<file path="src/rtl/st7735_spi_rx.sv">
// ST7735 4-wire SPI receiver: oversamples cs/dc/sclk/mosi on sys_clk, deserialises
// {dc, byte} words and decodes CASET/RASET/RAMWR into addressed RGB565 pixels.
module st7735_spi_rx #(
   parameter int SYNC_STAGES = 2,
   parameter int COORD_W     = 9
) (
   input  logic               sys_clk,
   input  logic               sys_rst_n,
   input  logic               spi_cs,
   input  logic               spi_dc,
   input  logic               spi_sclk,
   input  logic               spi_mosi,
   output logic [8:0]         rx_data,
   output logic               rx_valid,
   output logic [7:0]         cmd_code,
   output logic [15:0]        pix_data,
   output logic [COORD_W-1:0] pix_x,
   output logic [COORD_W-1:0] pix_y,
   output logic               pix_valid,
   output logic               frame_err
);

   typedef enum logic [2:0] {
      ST_IDLE, ST_CASET, ST_RASET, ST_RAM_HI, ST_RAM_LO
   } state_t;

   localparam logic [7:0] CMD_CASET = 8'h2A;
   localparam logic [7:0] CMD_RASET = 8'h2B;
   localparam logic [7:0] CMD_RAMWR = 8'h2C;
   // Pin order {cs, dc, sclk, mosi}; cs idles high so no edge is seen out of reset.
   localparam logic [3:0] SYNC_RST  = 4'b1000;

   logic [3:0] pin_raw;
   logic [3:0] pin_sync;
   assign pin_raw = {spi_cs, spi_dc, spi_sclk, spi_mosi};

   generate
      for (genvar gi = 0; gi < 4; gi++) begin : g_sync
         logic [SYNC_STAGES-1:0] chain_reg;
         always_ff @(posedge sys_clk) begin
            if (!sys_rst_n) chain_reg <= {SYNC_STAGES{SYNC_RST[gi]}};
            else            chain_reg <= {chain_reg[SYNC_STAGES-2:0], pin_raw[gi]};
         end
         assign pin_sync[gi] = chain_reg[SYNC_STAGES-1];
      end
   endgenerate

   logic cs_s, dc_s, sclk_s, mosi_s;
   assign {cs_s, dc_s, sclk_s, mosi_s} = pin_sync;

   logic       sclk_prev_reg;
   logic [6:0] shreg_reg;
   logic [2:0] bit_cnt_reg;
   logic [8:0] rx_data_reg;
   logic       rx_valid_reg;
   logic       frame_err_reg;

   logic       sclk_rise;
   logic       byte_done;
   logic [8:0] byte_word;

   assign sclk_rise = sclk_s & ~sclk_prev_reg & ~cs_s;
   assign byte_done = sclk_rise && (bit_cnt_reg == 3'd7);
   assign byte_word = {dc_s, shreg_reg, mosi_s};

   always_ff @(posedge sys_clk) begin
      if (!sys_rst_n) begin
         sclk_prev_reg <= 1'b0;
         shreg_reg     <= '0;
         bit_cnt_reg   <= '0;
         rx_data_reg   <= '0;
         rx_valid_reg  <= 1'b0;
         frame_err_reg <= 1'b0;
      end else begin
         sclk_prev_reg <= sclk_s;
         rx_valid_reg  <= byte_done;
         if (cs_s) begin
            shreg_reg   <= '0;
            bit_cnt_reg <= '0;
            if (bit_cnt_reg != 3'd0) frame_err_reg <= 1'b1;
         end else if (sclk_rise) begin
            // bit_cnt wraps 7 -> 0 on the byte-completing rise
            shreg_reg   <= {shreg_reg[5:0], mosi_s};
            bit_cnt_reg <= bit_cnt_reg + 3'd1;
            if (byte_done) rx_data_reg <= byte_word;
         end
      end
   end

   state_t     state_reg, state_next;
   logic [1:0] idx_reg, idx_next;
   logic       data_byte;

   assign data_byte = byte_done & byte_word[8];

   always_ff @(posedge sys_clk) begin
      if (!sys_rst_n) begin
         state_reg <= ST_IDLE;
         idx_reg   <= '0;
      end else begin
         state_reg <= state_next;
         idx_reg   <= idx_next;
      end
   end

   always_comb begin
      state_next = state_reg;
      idx_next   = idx_reg;
      if (byte_done) begin
         if (!byte_word[8]) begin
            idx_next = '0;
            case (byte_word[7:0])
               CMD_CASET: state_next = ST_CASET;
               CMD_RASET: state_next = ST_RASET;
               CMD_RAMWR: state_next = ST_RAM_HI;
               default:   state_next = ST_IDLE;
            endcase
         end else begin
            case (state_reg)
               ST_CASET, ST_RASET: begin
                  if (idx_reg == 2'd3) begin
                     state_next = ST_IDLE;
                     idx_next   = '0;
                  end else begin
                     idx_next = idx_reg + 2'd1;
                  end
               end
               ST_RAM_HI: state_next = ST_RAM_LO;
               ST_RAM_LO: state_next = ST_RAM_HI;
               default:   state_next = state_reg;
            endcase
         end
      end
   end

   logic [7:0]         cmd_code_reg;
   logic [7:0]         p_sh_reg, p_sl_reg, p_eh_reg, hi_reg;
   logic [COORD_W-1:0] xs_reg, xe_reg, ys_reg, ye_reg;
   logic [COORD_W-1:0] cur_x_reg, cur_y_reg;
   logic [15:0]        pix_data_reg;
   logic [COORD_W-1:0] pix_x_reg, pix_y_reg;
   logic               pix_valid_reg;

   always_ff @(posedge sys_clk) begin
      if (!sys_rst_n) begin
         cmd_code_reg  <= '0;
         p_sh_reg      <= '0;
         p_sl_reg      <= '0;
         p_eh_reg      <= '0;
         hi_reg        <= '0;
         xs_reg        <= '0;
         xe_reg        <= COORD_W'(127);
         ys_reg        <= '0;
         ye_reg        <= COORD_W'(159);
         cur_x_reg     <= '0;
         cur_y_reg     <= '0;
         pix_data_reg  <= '0;
         pix_x_reg     <= '0;
         pix_y_reg     <= '0;
         pix_valid_reg <= 1'b0;
      end else begin
         pix_valid_reg <= data_byte && (state_reg == ST_RAM_LO);
         if (byte_done && !byte_word[8]) begin
            cmd_code_reg <= byte_word[7:0];
            if (byte_word[7:0] == CMD_RAMWR) begin
               cur_x_reg <= xs_reg;
               cur_y_reg <= ys_reg;
            end
         end
         if (data_byte) begin
            case (state_reg)
               ST_CASET, ST_RASET: begin
                  // Window registers change only when the 4th parameter lands.
                  case (idx_reg)
                     2'd0: p_sh_reg <= byte_word[7:0];
                     2'd1: p_sl_reg <= byte_word[7:0];
                     2'd2: p_eh_reg <= byte_word[7:0];
                     default: begin
                        if (state_reg == ST_CASET) begin
                           xs_reg <= COORD_W'({p_sh_reg, p_sl_reg});
                           xe_reg <= COORD_W'({p_eh_reg, byte_word[7:0]});
                        end else begin
                           ys_reg <= COORD_W'({p_sh_reg, p_sl_reg});
                           ye_reg <= COORD_W'({p_eh_reg, byte_word[7:0]});
                        end
                     end
                  endcase
               end
               ST_RAM_HI: hi_reg <= byte_word[7:0];
               ST_RAM_LO: begin
                  pix_data_reg <= {hi_reg, byte_word[7:0]};
                  pix_x_reg    <= cur_x_reg;
                  pix_y_reg    <= cur_y_reg;
                  if (cur_x_reg >= xe_reg) begin
                     cur_x_reg <= xs_reg;
                     cur_y_reg <= (cur_y_reg >= ye_reg) ? ys_reg : cur_y_reg + COORD_W'(1);
                  end else begin
                     cur_x_reg <= cur_x_reg + COORD_W'(1);
                  end
               end
               default: ;
            endcase
         end
      end
   end

   assign rx_data   = rx_data_reg;
   assign rx_valid  = rx_valid_reg;
   assign cmd_code  = cmd_code_reg;
   assign pix_data  = pix_data_reg;
   assign pix_x     = pix_x_reg;
   assign pix_y     = pix_y_reg;
   assign pix_valid = pix_valid_reg;
   assign frame_err = frame_err_reg;

endmodule

</file>
<file path="config.mk">
export PLATFORM = sky130hd
export DESIGN_NAME = st7735_spi_rx
export DESIGN_NICKNAME = d
export VERILOG_FILES = /design/src/rtl/st7735_spi_rx.sv
export SDC_FILE = /design/constraint.sdc
export NUM_CORES = 1
export LEC_CHECK = 0
export CORE_MARGIN = 1
export CORE_UTILIZATION = 57
export DETAILED_ROUTE_END_ITERATION = 8
export GPL_TIMING_DRIVEN = 0
export PLACE_DENSITY = 0.81
export REMOVE_ABC_BUFFERS = 1
export SLEW_MARGIN = 30
export SYNTH_ARGS = -nofsm -noshare
export SYNTH_HDL_FRONTEND = slang
export SYNTH_SLANG_ARGS = --single-unit
</file>
<file path="constraint.sdc">
create_clock -name sys_clk -period 2.7 [get_ports sys_clk]
set_input_delay 0.675 -clock sys_clk [delete_from_list [all_inputs] [get_ports sys_clk]]
set_output_delay 0.675 -clock sys_clk [all_outputs]
set_load 0.05 [all_outputs]
</file>
==> flow_summary_export.csv, run 1 <==
group,metric,value,unit
logic_synthesis,synth_top_area_share,46.1,%
finish,layout-drive-gt1-share,8.40,%
logic_synthesis,ys_types,42,
floorplanning,num_rows,38,
timing,fin_crit,2.58,ns
routing,met3_length,929,um
logic_synthesis,async_flop_share,0,%
power,ir_drop,0.000463,V
job,maxCapViolations,0,
worst_setup_path,cp_num_cells,6,
clock_network,cts_sinks,150,
clock_network,cts_tree,"done",
placed_design,place.gp.congestion,0.853,
routing,wl_per_cell,16.0,um
global_routing,grt_usage,27.9,%
floorplanning,fp.dieArea,11800,sq um
clock_network,clock_latency,0.42,ns
worst_setup_path,critPathBufInv,0,
routing,drtAntennaViolNets,0,
global_routing,grt_pass1_vias,5332,
timing,timing.hold.ws,0.412,ns
power,leakage,2.91,nW
worst_setup_path,worst-r2r-cell-count,6,
timing,rsz0062_at_grt,"yes",
worst_setup_path,cp.required,2.98,ns
hold_path,hold_class,"reg2reg",
worst_setup_path,path_cells,"nor2b_2 -> nand3b_1 -> or4_4 -> mux2_2 -> o21ai_0 -> a21oi_1",
worst_setup_path,cp-endpoint,"cur_y_reg[2]$_SDFF_PN0_",
finish,fin_nets,854,
logic_synthesis,syn_area,6510,sq um
logic_synthesis,yosys_warnings,0,
floorplanning,core_area,11000,sq um
routing,top_layer_used,"met4",
timing,fmax,387,MHz
logic_synthesis,synth_area_leaders,"dfxtp_1 46%, nand2_1 12%, a21oi_1 10%",
routing,met1_length,6.39,mm
floorplanning,start_util,59.3,%
floorplanning,io_pins,60,
finish,fillers,823,
global_routing,grt_max_degree,67,
worst_setup_path,critPathTopFamily,"simple AND/OR/NAND/NOR gates",
clock_network,cts_root_buf,"clkbuf_16",
power,finalPower,0.00477,W
global_routing,antenna_found_initial,0,
placed_design,post-dp-hpwl,9.90,mm
routing,vias,5584,
worst_setup_path,rrSetupSlack,0.12,ns
routing,post-route-drc-count,0,
worst_setup_path,endpoint_kind,"flop",
worst_setup_path,cp_max_fo,18,
worst_setup_path,critPathArrivalTime,2.86,ns
routing,drtPass1Iterations,5,
timing,setup-tns-final,0,ns
placed_design,io_buffers,59,
timing,clock_skew,0.00706,ns
worst_setup_path,path_class,"reg2reg",
logic_synthesis,avgSynthCellArea,8.25,sq um
worst_setup_path,startpoint,"g_sync[1].chain_reg[1]$_SDFF_PN0_",
worst_setup_path,cp_slowest_cell,"or4_4",
timing,min_period_over_period,95.6,%
clock_network,clock_path_buffers,2,
logic_synthesis,ys.flop_type,"dfxtp_1",
timing,slew_viol_final,0,
routing,via_per_inst,5.74,
finish,largest_register_ffs,16,
logic_synthesis,yosysSeqAreaShare,46.1,%
global_routing,grt_pass1_wl,25.4,mm
finish,mostFrequentLayoutCell,"nand2_1",
logic_synthesis,synthCells,789,
worst_setup_path,rr_endpoint,"cur_y_reg[2]$_SDFF_PN0_",
timing,worst_slew_pin_slew,0.898,ns
status,outcome,"complete, no violations",
routing,wl_met2,7.79,mm
floorplanning,dieHeight,109,um
finish,syn_to_final_growth,20.5,%
clock_network,clk_pin_slew,0.06,ns
worst_setup_path,worstSetupStartpointType,"flop",
worst_setup_path,rr_startpoint,"g_sync[1].chain_reg[1]$_SDFF_PN0_",
clock_network,htree_levels,4,
timing,hold_violations,0,
timing,final-setup-viol-count,0,
finish,final_cell_mix,"205 x nand2_1, 150 x dfxtp_1, 128 x a21oi_1",
logic_synthesis,synth_largest_area_cell,"dfxtp_1",
worst_setup_path,max_stage_delay,0.75,ns
logic_synthesis,synth-seq-cells,150,
floorplanning,fp.dieW,109,um
timing,slew-limit-headroom,39.7,%
power,power_density,608,nW/um^2
routing,wl,15.6,mm
routing,initialDrtViolationCount,458,
logic_synthesis,synth_edf_count,0,
clock_network,numCtsBuffers,17,
finish,diodes,0,
global_routing,grt_overflow,0,
[cell usage after synthesis (3+ instances only)]
cell / instances
buf_2: 3
o211ai_1: 11
mux2i_1: 18
nor2b_1: 5
a21oi_1: 130
xor2_1: 4
inv_1: 25
nand2b_1: 9
xnor2_1: 13
o21ai_0: 32
nor2_1: 26
mux2_4: 9
nand2_1: 206
nand4_1: 6
nand3b_1: 3
nor3_1: 4
ha_1: 28
dfxtp_1: 150
nand3_1: 20
clkbuf_1: 44
mux2_2: 8
and2_1: 8
[cells by family after synthesis]
kind of cell    Yosys count  share of synthesized area (%)
simple gates            295                           19.5
compound gates          185                           15.3
flops                   150                           46.1
buf+inv                  79                           5.15
mux                      35                           6.23
fa+ha+maj                28                           5.38
xor+xnor                 17                           2.29
[layout make-up]
class | instances | area (sq um) | share of cell area, %
Inverter | 26 | 103 | 1.31
Sequential cell | 150 | 3000 | 38.3
Clock buffer | 19 | 443 | 5.65
Clock inverter | 13 | 180 | 2.30
Tap cell | 140 | 175 | 2.23
Multi-Input combinational cell | 562 | 3260 | 41.6
Timing Repair Buffer | 63 | 676 | 8.62
[how the worst min path moves through the flow]
stage	slack, ns	endpoint	startpoint	cells past startpoint
after CTS	0.41	g_sync[3].chain_reg[1]$_SDFF_PN1_	g_sync[3].chain_reg[0]$_SDFF_PN1_	1
after floorplan	0.39	g_sync[3].chain_reg[1]$_SDFF_PN1_	g_sync[3].chain_reg[0]$_SDFF_PN1_	1
after global routing	0.42	g_sync[3].chain_reg[1]$_SDFF_PN1_	g_sync[3].chain_reg[0]$_SDFF_PN1_	1
final	0.41	g_sync[3].chain_reg[1]$_SDFF_PN1_	g_sync[3].chain_reg[0]$_SDFF_PN1_	1
after detailed placement	0.40	g_sync[3].chain_reg[1]$_SDFF_PN1_	g_sync[3].chain_reg[0]$_SDFF_PN1_	1
after global placement	0.40	g_sync[3].chain_reg[1]$_SDFF_PN1_	g_sync[3].chain_reg[0]$_SDFF_PN1_	1
[layer usage]
layer | global-route usage (%) | vias up
met3 | 6.04 | 41
met1 | 33.4 | 2614
met5 | 0 | -
met2 | 47.2 | 215
met4 | 13.9 | 0
li1 | - | 2714
[metrics by stage]
stage                     cell area [sq um]  std cells  utilization (%)  setup slack (ns)
after floorplan                        6270        736                -            -0.477
after global placement                 7040        935             64.1             -2.25
after detailed placement               7150        938             65.1            -0.817
after CTS                              7820        973             71.2            0.0568
after global routing                   7840        973             71.4          -0.00395
final                                  7840        973             71.4             0.118
[timing repair]
item                                   in CTS  in global routing
gates cloned                                2                  0
setup buffers                               1                  0
hold buffers                                0                  0
gates resized for setup                     7                  4
endpoints found under the hold margin       0                  0
pin swaps                                   1                  0
setup endpoints to repair                  90                 40
[power breakdown]
part / total (W) / switching, W / internal, W
combinational: 0.0000643 / 0.0000433 / 0.0000210
clock: 0.00248 / 0.000912 / 0.00156
sequential: 0.00223 / 0.00000897 / 0.00222
Note: power is estimated with default switching activity, not from simulation.
==> run 2, diff against run 1 <==
CTS_CLUSTER_SIZE = 30   (was unset)
MAX_ROUTING_LAYER = met4   (was unset)
==> flow_summary_export.csv, run 2 (synthesis gave the netlist of run 1 again) <==
group,metric,value,unit
timing,slew_viol_final,0,
worst_setup_path,critPathTopFamily,"simple AND/OR/NAND/NOR gates",
clock_network,cts_sinks,150,
timing,slew-limit-headroom,39.5,%
global_routing,grt_pass1_vias,5335,
clock_network,clk_pin_slew,0.06,ns
clock_network,cts_root_buf,"clkbuf_16",
worst_setup_path,path_class,"reg2reg",
power,ir_drop,0.000464,V
power,p_seq_share,46.7,%
hold_path,whs_path_depth,1,
floorplanning,start_util,59.3,%
power,leakage,2.92,nW
floorplanning,fp.dieW,109,um
timing,fmax,384,MHz
routing,vias,5591,
placed_design,place_ws,-0.817,ns
routing,drtAntennaViolNets,0,
placed_design,place.gp.congestion,0.866,
worst_setup_path,cp.required,2.98,ns
worst_setup_path,rr_endpoint,"cur_y_reg[2]$_SDFF_PN0_",
power,p_comb_share,1.3,%
worst_setup_path,rr_startpoint,"g_sync[1].chain_reg[1]$_SDFF_PN0_",
timing,setup_ws,0.0969,ns
finish,layout-drive-gt1-share,8.73,%
placed_design,post-dp-hpwl,9.90,mm
timing,min_period_over_period,96.4,%
timing,worst_slew_pin_slew,0.901,ns
power,internal-power,0.00380,W
placed_design,post-place-cells,938,
routing,post-route-drc-count,0,
timing,clock_skew,0.00727,ns
clock_network,numCtsBuffers,17,
clock_network,clock_latency,0.42,ns
floorplanning,core_area,11000,sq um
power,clkPwrFrac,51.9,%
clock_network,cts_hold_buf,0,
timing,hold_violations,0,
worst_setup_path,critPathBufInv,0,
finish,fin_nets,857,
routing,via_per_inst,5.73,
floorplanning,num_rows,38,
worst_setup_path,path_cells,"nor2b_2 -> nand3b_1 -> or4_4 -> mux2_2 -> o21ai_0 -> a21oi_1",
global_routing,grt_usage,28.7,%
finish,fin_cells,976,
global_routing,grt_overflow,0,
worst_setup_path,worstSetupStartpointType,"flop",
clock_network,clock_path_buffers,2,
floorplanning,io_pins,60,
finish,diodes,0,
status,outcome,"complete, no violations",
job,maxCapViolations,0,
worst_setup_path,max_stage_delay,0.75,ns
worst_setup_path,rrSetupSlack,0.1,ns
routing,wl_per_cell,16.0,um
power,switching_share,20.2,%
hold_path,hp-start,"g_sync[3].chain_reg[0]$_SDFF_PN1_",
finish,final_cell_mix,"205 x nand2_1, 150 x dfxtp_1, 128 x a21oi_1",
power,power_density,606,nW/um^2
worst_setup_path,cp_slowest_cell,"or4_4",
power,switchingPower,0.000963,W
worst_setup_path,cp_max_fo,18,
worst_setup_path,endpoint_kind,"flop",
floorplanning,dieHeight,109,um
timing,final-setup-viol-count,0,
timing,fin_crit,2.60,ns
hold_path,whs_endpoint,"g_sync[3].chain_reg[1]$_SDFF_PN1_",
routing,wl,15.6,mm
placed_design,io_buffers,59,
worst_setup_path,worst-r2r-cell-count,6,
floorplanning,fp.dieArea,11800,sq um
finish,largest_register_ffs,16,
timing,rsz0062_at_grt,"yes",
hold_path,hold_class,"reg2reg",
global_routing,antenna_found_initial,0,
clock_network,htree_levels,4,
timing,timing.hold.ws,0.412,ns
global_routing,grt_max_degree,67,
clock_network,cts_tree,"done",
global_routing,grt_pass1_wl,25.5,mm
finish,syn_to_final_growth,20.8,%
routing,initialDrtViolationCount,460,
worst_setup_path,critPathArrivalTime,2.89,ns
finish,mostFrequentLayoutCell,"nand2_1",
routing,drtPass1Iterations,6,
[run 2: cell count changes in the layout (fill, tap and decap cells not counted)]
cell | before | now
buf_4 | 1 | 4
[run 2: worst max-delay path by stage]
| stage | slack [ns] | start | to | cells after the start |
|---|---|---|---|---|
| final | 0.1 | g_sync[1].chain_reg[1]$_SDFF_PN0_ | cur_y_reg[2]$_SDFF_PN0_ | 6 |
| after global routing | -0.004 | g_sync[1].chain_reg[1]$_SDFF_PN0_ | cur_y_reg[3]$_SDFF_PN0_ | 6 |
| after CTS | 0.06 | bit_cnt_reg[0]$_SDFFE_PP0P_ | cur_y_reg[0]$_SDFF_PN0_ | 7 |
| after detailed placement | -0.82 | g_sync[1].chain_reg[1]$_SDFF_PN0_ | cur_y_reg[2]$_SDFF_PN0_ | 6 |
| after global placement | -2.25 | sys_rst_n | cur_x_reg[3]$_SDFF_PN0_ | 5 |
| after floorplan | -0.48 | g_sync[1].chain_reg[1]$_SDFF_PN0_ | pix_data[0]$_SDFFE_PN0P_ | 5 |
[run 2: final cells by class]
type | instances | area [sq um]
multi-input cells | 562 | 3260
fillers | 819 | 3120
inverters | 26 | 103
well taps | 140 | 175
clock inverters | 13 | 180
repair buffers | 66 | 698
clock buffers | 19 | 443
flip-flops and latches | 150 | 3000
[run 2: power by group through the flow]
stage                     clock, W  sequential, W  combinational, W
after floorplan                  0        0.00227         0.0000258
after global placement           0        0.00228         0.0000511
after detailed placement         0        0.00228         0.0000626
after CTS                  0.00249        0.00223         0.0000639
after global routing       0.00260        0.00223         0.0000697
final                      0.00247        0.00223         0.0000643
[run 2: per-stage QoR]
stage	total power, W	setup TNS (ns)	area (sq um)	util (%)
2_1_floorplan	0.00230	-22.56	6270	-
3_3_place_gp	0.00233	-167.98	7040	64.1
3_5_place_dp	0.00234	-28.05	7150	65.1
4_1_cts	0.00478	0	7820	71.2
5_1_grt	0.00490	-0.00396	7860	71.6
6_report	0.00477	0	7860	71.6
[run 2: layer usage]
metal  GRT usage [%]  up-vias  share of wire, %
met2            47.2      223                51
met3            5.98       40               6.3
met5               -        -                 0
met4            13.9        0               2.6
li1                -     2711                 -
met1            33.5     2617                40
[run 2: worst reg2reg max path, cell delays in order (launching register included)]
cell and delay [ns]:
dfxtp_1 0.39, nor2b_2 0.48, nand3b_1 0.23, or4_4 0.75, mux2_2 0.35, o21ai_0 0.20, a21oi_1 0.07
[run 2: timing repair]
| action | in CTS | in global routing |
|---|---|---|
| pin swaps | 1 | 1 |
| setup endpoints to repair | 90 | 40 |
| gates resized for setup | 7 | 4 |
| buffers inserted | 1 | 3 |
| cloned | 2 | 0 |
